**src/rtl/fetch_decode_elastic_buffer_pkg.sv**
```systemverilog
// Shared pipeline constants for stage-boundary buffers: default widths,
// the NOP encoding from the opcode map, and the post-reset PC.
package fetch_decode_elastic_buffer_pkg;

    localparam int DEF_PC_W    = 32;
    localparam int DEF_INSTR_W = 16;

    localparam logic [DEF_INSTR_W-1:0] PKG_NOP_INSTR = '0;
    localparam logic [DEF_PC_W-1:0]    PKG_RESET_PC  = '0;

endpackage

```
**src/rtl/fetch_decode_elastic_buffer_pipe_slot.sv**
```systemverilog
// One {valid, pc, instr} holding register. Priority: reset, clear, load, drop.
// A drop empties the slot and parks NOP in instr while pc keeps its last value.
module fetch_decode_elastic_buffer_pipe_slot
    import fetch_decode_elastic_buffer_pkg::*;
#(
    parameter int                 PC_W      = DEF_PC_W,
    parameter int                 INSTR_W   = DEF_INSTR_W,
    parameter logic [PC_W-1:0]    RESET_PC  = '0,
    parameter logic [INSTR_W-1:0] NOP_INSTR = '0
) (
    input  logic               i_clk,
    input  logic               i_reset_n,
    input  logic               i_clear,
    input  logic               i_load,
    input  logic               i_drop,
    input  logic [PC_W-1:0]    i_pc,
    input  logic [INSTR_W-1:0] i_instr,
    output logic               o_valid,
    output logic [PC_W-1:0]    o_pc,
    output logic [INSTR_W-1:0] o_instr
);

    always_ff @(posedge i_clk) begin
        if (!i_reset_n || i_clear) begin
            o_valid <= 1'b0;
            o_pc    <= RESET_PC;
            o_instr <= NOP_INSTR;
        end else if (i_load) begin
            o_valid <= 1'b1;
            o_pc    <= i_pc;
            o_instr <= i_instr;
        end else if (i_drop) begin
            o_valid <= 1'b0;
            o_instr <= NOP_INSTR;
        end
    end

endmodule

```
**src/rtl/fetch_decode_elastic_buffer.sv**
```systemverilog
// Two-entry (main + skid) elastic stage boundary carrying {pc, instr} from
// fetch to decode, with back-pressure, synchronous flush and NOP bubbles.
module fetch_decode_elastic_buffer
    import fetch_decode_elastic_buffer_pkg::*;
#(
    parameter int                 PC_W      = DEF_PC_W,
    parameter int                 INSTR_W   = DEF_INSTR_W,
    parameter logic [INSTR_W-1:0] NOP_INSTR = INSTR_W'(PKG_NOP_INSTR),
    parameter logic [PC_W-1:0]    RESET_PC  = PC_W'(PKG_RESET_PC)
) (
    input  logic               i_clk,
    input  logic               i_reset_n,
    input  logic               i_flush,
    input  logic               i_valid,
    output logic               o_ready,
    input  logic [PC_W-1:0]    i_pc,
    input  logic [INSTR_W-1:0] i_instr,
    output logic               o_valid,
    input  logic               i_ready,
    output logic [PC_W-1:0]    o_pc,
    output logic [INSTR_W-1:0] o_instr,
    output logic [1:0]         o_count
);

    logic               main_valid;
    logic               skid_valid;
    logic [PC_W-1:0]    skid_pc;
    logic [INSTR_W-1:0] skid_instr;

    logic               in_fire;
    logic               out_fire;
    logic               main_adv;
    logic               main_load;
    logic               main_drop;
    logic               skid_load;
    logic               skid_drop;
    logic [PC_W-1:0]    main_pc_nxt;
    logic [INSTR_W-1:0] main_instr_nxt;

    // o_ready comes straight from the skid register, never from i_ready
    assign o_ready  = ~skid_valid;
    assign o_valid  = main_valid;
    assign o_count  = {1'b0, main_valid} + {1'b0, skid_valid};

    assign in_fire  = i_valid & o_ready;
    assign out_fire = main_valid & i_ready;
    assign main_adv = ~main_valid | out_fire;

    always_comb begin
        main_load      = 1'b0;
        main_drop      = 1'b0;
        skid_load      = 1'b0;
        skid_drop      = 1'b0;
        main_pc_nxt    = i_pc;
        main_instr_nxt = i_instr;
        if (main_adv) begin
            if (skid_valid) begin
                // skid is older than anything on the input, so it goes first
                main_load      = 1'b1;
                skid_drop      = 1'b1;
                main_pc_nxt    = skid_pc;
                main_instr_nxt = skid_instr;
            end else if (in_fire) begin
                main_load = 1'b1;
            end else begin
                main_drop = 1'b1;
            end
        end else if (in_fire) begin
            skid_load = 1'b1;
        end
    end

    // main stage: the entry presented to decode
    fetch_decode_elastic_buffer_pipe_slot #(
        .PC_W      (PC_W),
        .INSTR_W   (INSTR_W),
        .RESET_PC  (RESET_PC),
        .NOP_INSTR (NOP_INSTR)
    ) u_main (
        .i_clk     (i_clk),
        .i_reset_n (i_reset_n),
        .i_clear   (i_flush),
        .i_load    (main_load),
        .i_drop    (main_drop),
        .i_pc      (main_pc_nxt),
        .i_instr   (main_instr_nxt),
        .o_valid   (main_valid),
        .o_pc      (o_pc),
        .o_instr   (o_instr)
    );

    // skid stage: catches the one input accepted while main is stalled
    fetch_decode_elastic_buffer_pipe_slot #(
        .PC_W      (PC_W),
        .INSTR_W   (INSTR_W),
        .RESET_PC  (RESET_PC),
        .NOP_INSTR (NOP_INSTR)
    ) u_skid (
        .i_clk     (i_clk),
        .i_reset_n (i_reset_n),
        .i_clear   (i_flush),
        .i_load    (skid_load),
        .i_drop    (skid_drop),
        .i_pc      (i_pc),
        .i_instr   (i_instr),
        .o_valid   (skid_valid),
        .o_pc      (skid_pc),
        .o_instr   (skid_instr)
    );

endmodule

```
**config.mk**
```make
export PLATFORM = sky130hd
export DESIGN_NAME = fetch_decode_elastic_buffer
export DESIGN_NICKNAME = d
export VERILOG_FILES = /design/src/rtl/fetch_decode_elastic_buffer_pkg.sv /design/src/rtl/fetch_decode_elastic_buffer_pipe_slot.sv /design/src/rtl/fetch_decode_elastic_buffer.sv
export SDC_FILE = /design/constraint.sdc
export NUM_CORES = 1
export LEC_CHECK = 0
export CORE_MARGIN = 5
export CORE_UTILIZATION = 30
export DETAILED_ROUTE_END_ITERATION = 6
export HOLD_SLACK_MARGIN = 0.15
export PLACE_DENSITY_LB_ADDON = 0.3
export SLEW_MARGIN = 20
export SYNTH_ARGS = -nofsm -noshare
export SYNTH_HDL_FRONTEND = slang
export SYNTH_SLANG_ARGS = --single-unit
```
**constraint.sdc**
```tcl
create_clock -name i_clk -period 1.4 [get_ports i_clk]
set_input_delay 0.14 -clock i_clk [delete_from_list [all_inputs] [get_ports i_clk]]
set_output_delay 0.14 -clock i_clk [all_outputs]
set_load 0.01 [all_outputs]
```
==> results of run 1 <==
-- layout make-up --
| class | count | area [um2] |
|---|---|---|
| tap | 176 | 220 |
| fill | 1267 | 7070 |
| clock inverter | 7 | 62.6 |
| inverter | 1 | 8.76 |
| multi-input combinational | 302 | 2090 |
| timing repair buffer | 144 | 1590 |
| sequential | 98 | 1970 |
| clock buffer | 9 | 225 |
| antenna | 1 | 2.50 |
-- per-stage QoR --
| step | hold WS, ns | cells | area (um2) | total power [uW] | TNS [ns] |
|---|---|---|---|---|---|
| final | 0.225 | 738 | 6170 | 6080 | -1.67 |
| after global routing | 0.225 | 738 | 6170 | 6330 | -4.86 |
| after CTS | 0.236 | 734 | 5960 | 6150 | -2.93 |
| after detailed placement | 0.447 | 708 | 5420 | 3670 | -33.46 |
| after global placement | 0.438 | 708 | 5420 | 3660 | -28.48 |
| after floorplan | 0.265 | 444 | 4080 | 3260 | 0 |
-- flip-flops by register name, indices dropped and copies added, names as in the netlist --
register,count
u_skid.o_instr,16
u_skid.o_pc,32
u_main.o_instr,16
u_main.o_valid,1
u_skid.o_valid,1
u_main.o_pc,32
-- cell usage after synthesis --
cell         n  area (um2)
a211oi_4     1        20.0
a21oi_1     33         165
a22o_1      16         140
a2bb2oi_1   44         385
a2bb2oi_2   20         300
and3_1       1        6.26
buf_2       15        75.1
buf_4        1        7.51
buf_6        3        33.8
clkbuf_1    23        86.3
clkbuf_2     1        5.00
clkinv_1     1        3.75
dfxtp_1     98        1960
ha_1         1        12.5
mux2i_1     16         160
nand2_1    112         420
nand2b_1     2        12.5
nand4bb_1    1        11.3
nor2_1      33         124
nor2b_1      2        12.5
nor3_1       1        5.00
nor4bb_1     2        20.0
o21ai_0     16        80.1
or3_4        1        11.3
-- what timing repair did --
| item | 4_1_cts | 5_1_grt |
|---|---|---|
| gates resized for setup | 52 | 55 |
| gates cloned | 2 | 1 |
| pin swaps | 14 | 18 |
| buffers inserted | 8 | 4 |
| hold endpoints to repair | 0 | 0 |
| endpoints found under the setup margin | 97 | 133 |
-- path summary, 6_finish.rpt --
| check | start | end | slack, ns | cells past startpoint |
|---|---|---|---|---|
| max | u_skid.o_valid | u_skid.o_instr[15] | -0.05 | 6 |
| min | i_valid | u_skid.o_valid | 0.22 | 4 |
| max reg2reg | u_skid.o_valid | u_skid.o_instr[15] | -0.05 | 6 |
| min reg2reg | u_main.o_instr[1] | u_main.o_instr[1] | 0.45 | 2 |
-- power groups by stage --
stage	Clock [uW]	Sequential (uW)	Combinational, uW
after floorplan	0	2980	280
after global placement	0	2960	703
after detailed placement	0	2960	711
after CTS	2480	2890	775
after global routing	2600	2900	832
final	2420	2890	775
-- cell families (layout without fill, tap and decap cells) --
family / Yosys count / after routing
other: 0 / 1
buffers and inverters: 44 / 161
AND/OR/NAND/NOR: 155 / 155
flip-flops: 98 / 98
multiplexers: 16 / 16
AO/OA/AOI/OAI: 130 / 130
adder cells (fa/ha/maj): 1 / 1
-- layer usage --
layer  share of wire, %  wire length (um)  vias to the layer above
met2                 47              5480                       85
met4                1.8               210                        0
met1                 46              5420                     1701
met5                  0                 0                        -
met3                4.9               576                       18
li1                   -                 -                     1764
-- critical path, cell delays in order, from the launching register on --
cell and delay (ns):
dfxtp_4 0.37, buf_6 0.13, nor4bb_4 0.25, buf_4 0.18, a211oi_4 0.04, buf_12 0.15, a22o_1 0.21
==> impl_metrics.ini, run 1 <==
[sta]
max_freq_mhz = 691
tightest_slew_ns = 0.424
timing.final.crit_period_ns = 1.45
fin_ws_ns = -0.0475
fin_crit_sh_pct = 103
finalClockSkew_ns = 0.00896
hold_violations = 0
drv_slew = 0
rsz0062_at_grt = yes
finalSetupViolCount = 55
relSlewSlack_pct = 71.7

[place]
dp_slack_ns = -0.486
routabilityCongestion = 0.715
dp.final_hpwl_um = 7880
io_buffer_count = 104

[global_route]
gr-total-overflow = 0
grt_use_met3_pct = 4.50
met1_usage_pct = 18.2
grtUsageTotal_pct = 14.5
grt_max_degree = 33
grt-busiest-layer = met2
grt_first_pass_wirelength_um = 18500
grt_pass1_vias = 3555
antenna_found_initial = 1
use_met2_pct = 23.7

[power_and_ir_drop]
p_leak_uw = 0.00286
p_comb_share_pct = 12.7
pwr-share-clk_pct = 39.7
intPower_uw = 4530
switching_share_pct = 25.4
powerDensity_mw_per_mm2 = 985
power.switching_uw = 1540
seqPwrFrac_pct = 47.5
ir_worst_vdd_mv = 0.721

[routing]
vias_per_cell = 4.83
route.detailed.drc = 0
num_vias = 3568
drt_first_pass_iters = 4
wl_per_cell_um = 15.8
antenna_left = 0
wl_um = 11700
drtIter0Drc = 164

[clock_tree]
ctsHtreeMaxLevel = 3
clk_latency_ns = 0.34
cts_hold_buf = 0
clockBufferDepth = 2
clock_sinks = 98
clkTransAtPathRegs_ns = 0.07
cts_tree = yes
cts_buffers = 9
root_buffer = clkbuf_16

[logic_synthesis]
synth_top_family_by_area = compound AO/OA/AOI/OAI gates
syn_area_mm2 = 0.00406
yosysSeqAreaShare_pct = 48.3
muxShareOfSynthArea_pct = 3.94
synth-adder-area-share_pct = 0.308
syn-instance-count = 444
ys_ff_latch = 98
synthSimpleGateAreaFrac_pct = 15.3
synth-compound-area-share_pct = 26.9
syn_area_per_cell_um2 = 9.14
synthXorXnorAreaFrac_pct = 0
ys_types = 24
synth_nets = 498
yosys_warnings = 0

[die]
io_pins = 105
core_mm2 = 0.0132
start_util_pct = 30.7
die-area_mm2 = 0.0160
rows = 42
die_y_um = 126
die_x_um = 126

[final_layout]
final_common_cell = nand2_1
mostFrequentLayoutCells = nand2_1 (112), dfxtp_1 (96), clkdlybuf4s50_1 (60), dlymetal6s2s_1 (38), a21oi_1 (33)
nets = 610
syn_to_final_growth_pct = 52.0
drive_gt1_share_pct = 21.0
post-route-util_pct = 46.6

[status]
violations = setup timing
status = finished with violations

[worst_setup_path]
setup.worst_path.end_class = flop
arrival_ns = 1.68
startpoint_type = flop
crit_fanout = 16
crit_required_ns = 1.64
path_class = flop to flop

[flow_run]
maxCapViolations = 0

[hold_path]
hold_class = primary input to flop
(Power assumes the default switching activity.)
==> run 2: changes to the inputs <==
CELL_PAD_IN_SITES_DETAIL_PLACEMENT = 0   (was default)
CELL_PAD_IN_SITES_GLOBAL_PLACEMENT = 1   (was default)
==> run 2 against run 1 <==
Cell count is 1.5% lower. Final area is 4.9% lower. Combinational power is 8.9% lower. Utilization is 2.3 points lower. First-iteration DRC count is 20% lower. Critical path depth is 1 lower. The flow now finishes without violations. Clock-buffer cell count is 2 higher. Register-to-register slack better by 0.08 ns.
==> impl_metrics.ini, run 2 (synthesized netlist as in run 1, its figures left out) <==
[routing]
vias_per_cell = 4.77
route.layer.met1.wl_um = 5290
wl_met3_um = 635
wl_um = 11400
wl_per_cell_um = 15.7
num_vias = 3468
route.detailed.drc = 0
drtIter0Drc = 131
drt_first_pass_iters = 4
maxUsedRoutingLayer = met4
dr_wl_met2_um = 5340
antenna_left = 0

[sta]
tightest_slew_ns = 0.414
timing.final.crit_period_ns = 1.37
drv_slew = 0
finalSetupTns_ns = 0
finalClockSkew_ns = 0.00633
finalSetupViolCount = 0
rsz0062_at_grt = yes
max_freq_mhz = 732
fin_crit_sh_pct = 97.6
relSlewSlack_pct = 72.4
hold_violations = 0
fin_ws_ns = 0.0333

[place]
dp_slack_ns = -0.438
dp_cells = 708
io_buffer_count = 104
detailed_place.area_mm2 = 0.00546
dp.final_hpwl_um = 7960
routabilityCongestion = 0.705

[global_route]
antenna_found_initial = 0
grt_max_degree = 35
grtUsageTotal_pct = 14.4
grt_first_pass_wirelength_um = 18400
gr-total-overflow = 0
grt_pass1_vias = 3553

[final_layout]
n_fill_cell = 1297
nets = 601
diodes = 0
design_area_mm2 = 0.00587
drive_gt1_share_pct = 14.2
multi_input_area_mm2 = 0.00195
final_common_cell = nand2_1
syn_to_final_growth_pct = 44.5
top_regs = u_main.o_pc (32), u_skid.o_pc (32)
seq_area_mm2 = 0.00197
mostFrequentLayoutCells = nand2_1 (112), dfxtp_1 (96), clkdlybuf4s50_1 (63), a2bb2oi_1 (44)
instances_no_fill = 727

[clock_tree]
root_buffer = clkbuf_16
cts_tree = yes
cts_hold_buf = 0
cts_buffers = 9
ctsHtreeMaxLevel = 3
clockBufferDepth = 2
clkTransAtPathRegs_ns = 0.07
clock_sinks = 98
clk_latency_ns = 0.34

[die]
io_pins = 105
die_x_um = 126
core_mm2 = 0.0132
start_util_pct = 30.7
die-area_mm2 = 0.0160
die_y_um = 126
rows = 42

[worst_setup_path]
crit_fanout = 9
critPathSlowestCell = dfxtp_4
arrival_ns = 1.60
path_buf_inv = 2
startpoint_type = flop
crit_required_ns = 1.64
critical_path.top_delay_family = flip-flops
critPathMaxStageDelay_ns = 0.38
path_class = flop to flop
setup.worst_path.end_class = flop
worstPathCellList = nor4bb_4 -> buf_4 -> a211oi_4 -> buf_6 -> a22o_1

[status]
status = finished, final reports clean

[hold_path]
hold_class = primary input to flop

[flow_run]
maxCapViolations = 0

[power_and_ir_drop]
power.switching_uw = 1400
total_power_uw = 6030
pwr-share-clk_pct = 40.4
p_leak_uw = 0.00267
intPower_uw = 4640
seqPwrFrac_pct = 47.9
switching_share_pct = 23.2
ir_worst_vdd_mv = 1.28
powerDensity_mw_per_mm2 = 1030
p_comb_share_pct = 11.7
==> run 2: what timing repair did <==
item                       CTS  global route
gates cloned                 0             0
hold endpoints to repair     0             0
setup endpoints to repair   45            82
buffers inserted             5             0
pin swaps                    2             9
gates resized for setup     14            39
==> run 2: power groups by stage <==
| stage | Clock, uW | Combinational [uW] | Sequential, uW |
|---|---|---|---|
| after floorplan | 0 | 280 | 2980 |
| after global placement | 0 | 715 | 2960 |
| after detailed placement | 0 | 719 | 2960 |
| after CTS | 2520 | 727 | 2900 |
| after global routing | 2650 | 761 | 2900 |
| final | 2440 | 706 | 2890 |
==> run 2: path summary, 6_finish.rpt <==
check             slack (ns)                  to  cells after the start            from
setup / recovery        0.03  u_skid.o_instr[14]                      5  u_skid.o_valid
hold / removal          0.23     u_main.o_pc[30]                      3         i_valid
setup reg to reg        0.03  u_skid.o_instr[14]                      5  u_skid.o_valid
hold reg to reg         0.45      u_main.o_pc[8]                      2  u_main.o_pc[8]
==> run 2: layout make-up <==
cell class                      instances  share of cell area, %
Sequential cell                        98                   33.6
Multi-Input combinational cell        302                   33.3
Tap cell                              176                   3.75
Inverter                                1                 0.0853
Timing Repair Buffer                  135                   24.4
Clock buffer                           11                   3.97
Clock inverter                          4                  0.896
==> run 2: per-layer routing <==
layer / vias up / global-route usage [%]
met5: - / 0
met4: 0 / 4.10
met3: 12 / 4.71
met2: 91 / 23.4
met1: 1624 / 18.3
li1: 1741 / -
==> run 2: per-stage QoR <==
step	hold slack, ns	utilization [%]
after floorplan	0.265	-
after global placement	0.438	41.2
after detailed placement	0.445	41.2
after CTS	0.218	43.7
after global routing	0.246	44.3
final	0.233	44.3
==> run 2: worst reg2reg max path, delay by kind of cell, from the launching register on <==
family / cells / cell delay (ns)
flip-flops: 1 / 0.38
buffers and inverters: 2 / 0.33
AND/OR/NAND/NOR: 1 / 0.28
AO/OA/AOI/OAI: 2 / 0.27
==> run 3: changes to the inputs <==
SETUP_SLACK_MARGIN = 0.3   (was default)
==> run 3 against run 2 <==
The run now ends with setup timing left. Clock skew rose by 0.0032 ns. Non-clock buffer count rose by 16. Maximum frequency fell by 5.1%. Sequential power barely moved. Cell count rose by 2.3%. Critical path depth rose by 1.
==> impl_metrics.ini, run 3 (synthesized netlist as in run 1, its figures left out) <==
[status]
status = finished with violations
violations = setup timing

[hold_path]
hold_class = primary input to flop

[final_layout]
instances_no_fill = 744
diodes = 0
mostFrequentLayoutCells = nand2_1 (112), dfxtp_1 (92), clkdlybuf4s50_1 (50), a2bb2oi_2 (35)
final_common_cell = nand2_1
top_regs = u_main.o_pc (32), u_skid.o_pc (32)
drive_gt1_share_pct = 28.9
syn_to_final_growth_pct = 50.3
nets = 617

[global_route]
grt_pass1_vias = 3697
grtUsageTotal_pct = 14.7
grt_first_pass_wirelength_um = 19100
antenna_found_initial = 1
gr-total-overflow = 0
grt_max_degree = 33

[clock_tree]
ctsHtreeMaxLevel = 3
cts_tree = yes
clockBufferDepth = 2
cts_buffers = 9
clkTransAtPathRegs_ns = 0.07
clk_latency_ns = 0.34
clock_sinks = 98
root_buffer = clkbuf_16

[sta]
hold_violations = 0
tightest_slew_ns = 0.430
timing.final.crit_period_ns = 1.44
hold_ws_ns = 0.306
finalClockSkew_ns = 0.00950
fin_crit_sh_pct = 103
finalSetupTns_ns = -0.706
drv_slew = 0
fin_ws_ns = -0.0406
relSlewSlack_pct = 71.3
finalSetupViolCount = 41
max_freq_mhz = 694
rsz0062_at_grt = yes

[routing]
drtIter0Drc = 165
vias_per_cell = 4.86
route.detailed.drc = 0
drt_first_pass_iters = 4
wl_um = 12100
wl_per_cell_um = 16.3
antenna_left = 0
num_vias = 3616

[power_and_ir_drop]
powerDensity_mw_per_mm2 = 994
p_leak_uw = 0.00232
ir_worst_vdd_mv = 0.462

[die]
die-area_mm2 = 0.0160
io_pins = 105
start_util_pct = 30.7
die_y_um = 126
rows = 42
die_x_um = 126
core_mm2 = 0.0132

[worst_setup_path]
setup.worst_path.end_class = flop
crit_required_ns = 1.68
crit_fanout = 6
arrival_ns = 1.72
path_class = primary input to flop
startpoint_type = primary input

[flow_run]
maxCapViolations = 0

[place]
dp_cells = 708
dp_slack_ns = -0.492
io_buffer_count = 104
dp.final_hpwl_um = 7850
routabilityCongestion = 0.694
run 3: changes by cell type in the layout (fill, tap and decap cells not counted), moves of 6 or more:
cell and delta:
a2bb2oi_2 +15, dlymetal6s2s_1 -32, buf_6 +19, o21ai_0 -12, clkdlybuf4s50_1 -13, a2bb2oi_1 -15
clkdlybuf4s15_1 +17, clkbuf_2 +24, dlygate4sd2_1 -6, clkdlybuf4s15_2 +6, o21ai_2 +13
run 3: final timing paths:
| kind | start | end | cells after the start | slack (ns) |
|---|---|---|---|---|
| setup reg to reg | u_skid.o_valid | u_main.o_instr[12] | 6 | -0.03 |
| hold reg to reg | u_main.o_instr[13] | u_main.o_instr[13] | 2 | 0.45 |
| hold / removal | i_valid | u_skid.o_valid | 4 | 0.31 |
| setup / recovery | i_flush | u_main.o_instr[12] | 6 | -0.04 |
run 3: worst max-delay path, stage by stage:
cell             delay, ns
clkdlybuf4s50_1       0.42
nand2b_2              0.25
or3_4                 0.47
buf_12                0.17
clkbuf_16             0.16
o21ai_2               0.12
run 3: power by group:
part	internal (uW)	switching, uW
combinational	433	347
clock	1270	1120
sequential	2860	38.9
total	4560	1500
run 3: cell type report:
type | count | area, um2
sequential | 98 | 1970
clock buffer | 10 | 239
clock inverter | 6 | 47.5
inverter | 1 | 11.3
multi-input combinational | 302 | 2100
timing repair buffer | 151 | 1510
tap | 176 | 220
fill | 1270 | 7140
run 3: stage by stage:
| step | power (uW) | util (%) | area (um2) |
|---|---|---|---|
| global route | 6320 | 46.1 | 6100 |
| finish | 6060 | 46.1 | 6100 |
| detailed placement | 3670 | 40.9 | 5420 |
| global placement | 3670 | 40.9 | 5420 |
| CTS | 6100 | 45.1 | 5970 |
| floorplan | 3260 | - | 4100 |
run 3: what timing repair did:
action	4_1_cts	5_1_grt
hold buffers	0	0
resized for setup	160	68
pin swaps	9	11
buffers inserted	9	6
endpoints found under the setup margin	148	141
gates cloned	2	3
run 3: per-layer routing:
metal,up-vias,wire length [um],part of all wire (%),track usage [%]
met2,101,5790,48,24.4
met5,-,13,0.11,0
met3,15,610,5.0,3.40
met1,1716,5570,46,19.3
met4,2,150,1.2,4.42
li1,1782,-,-,-
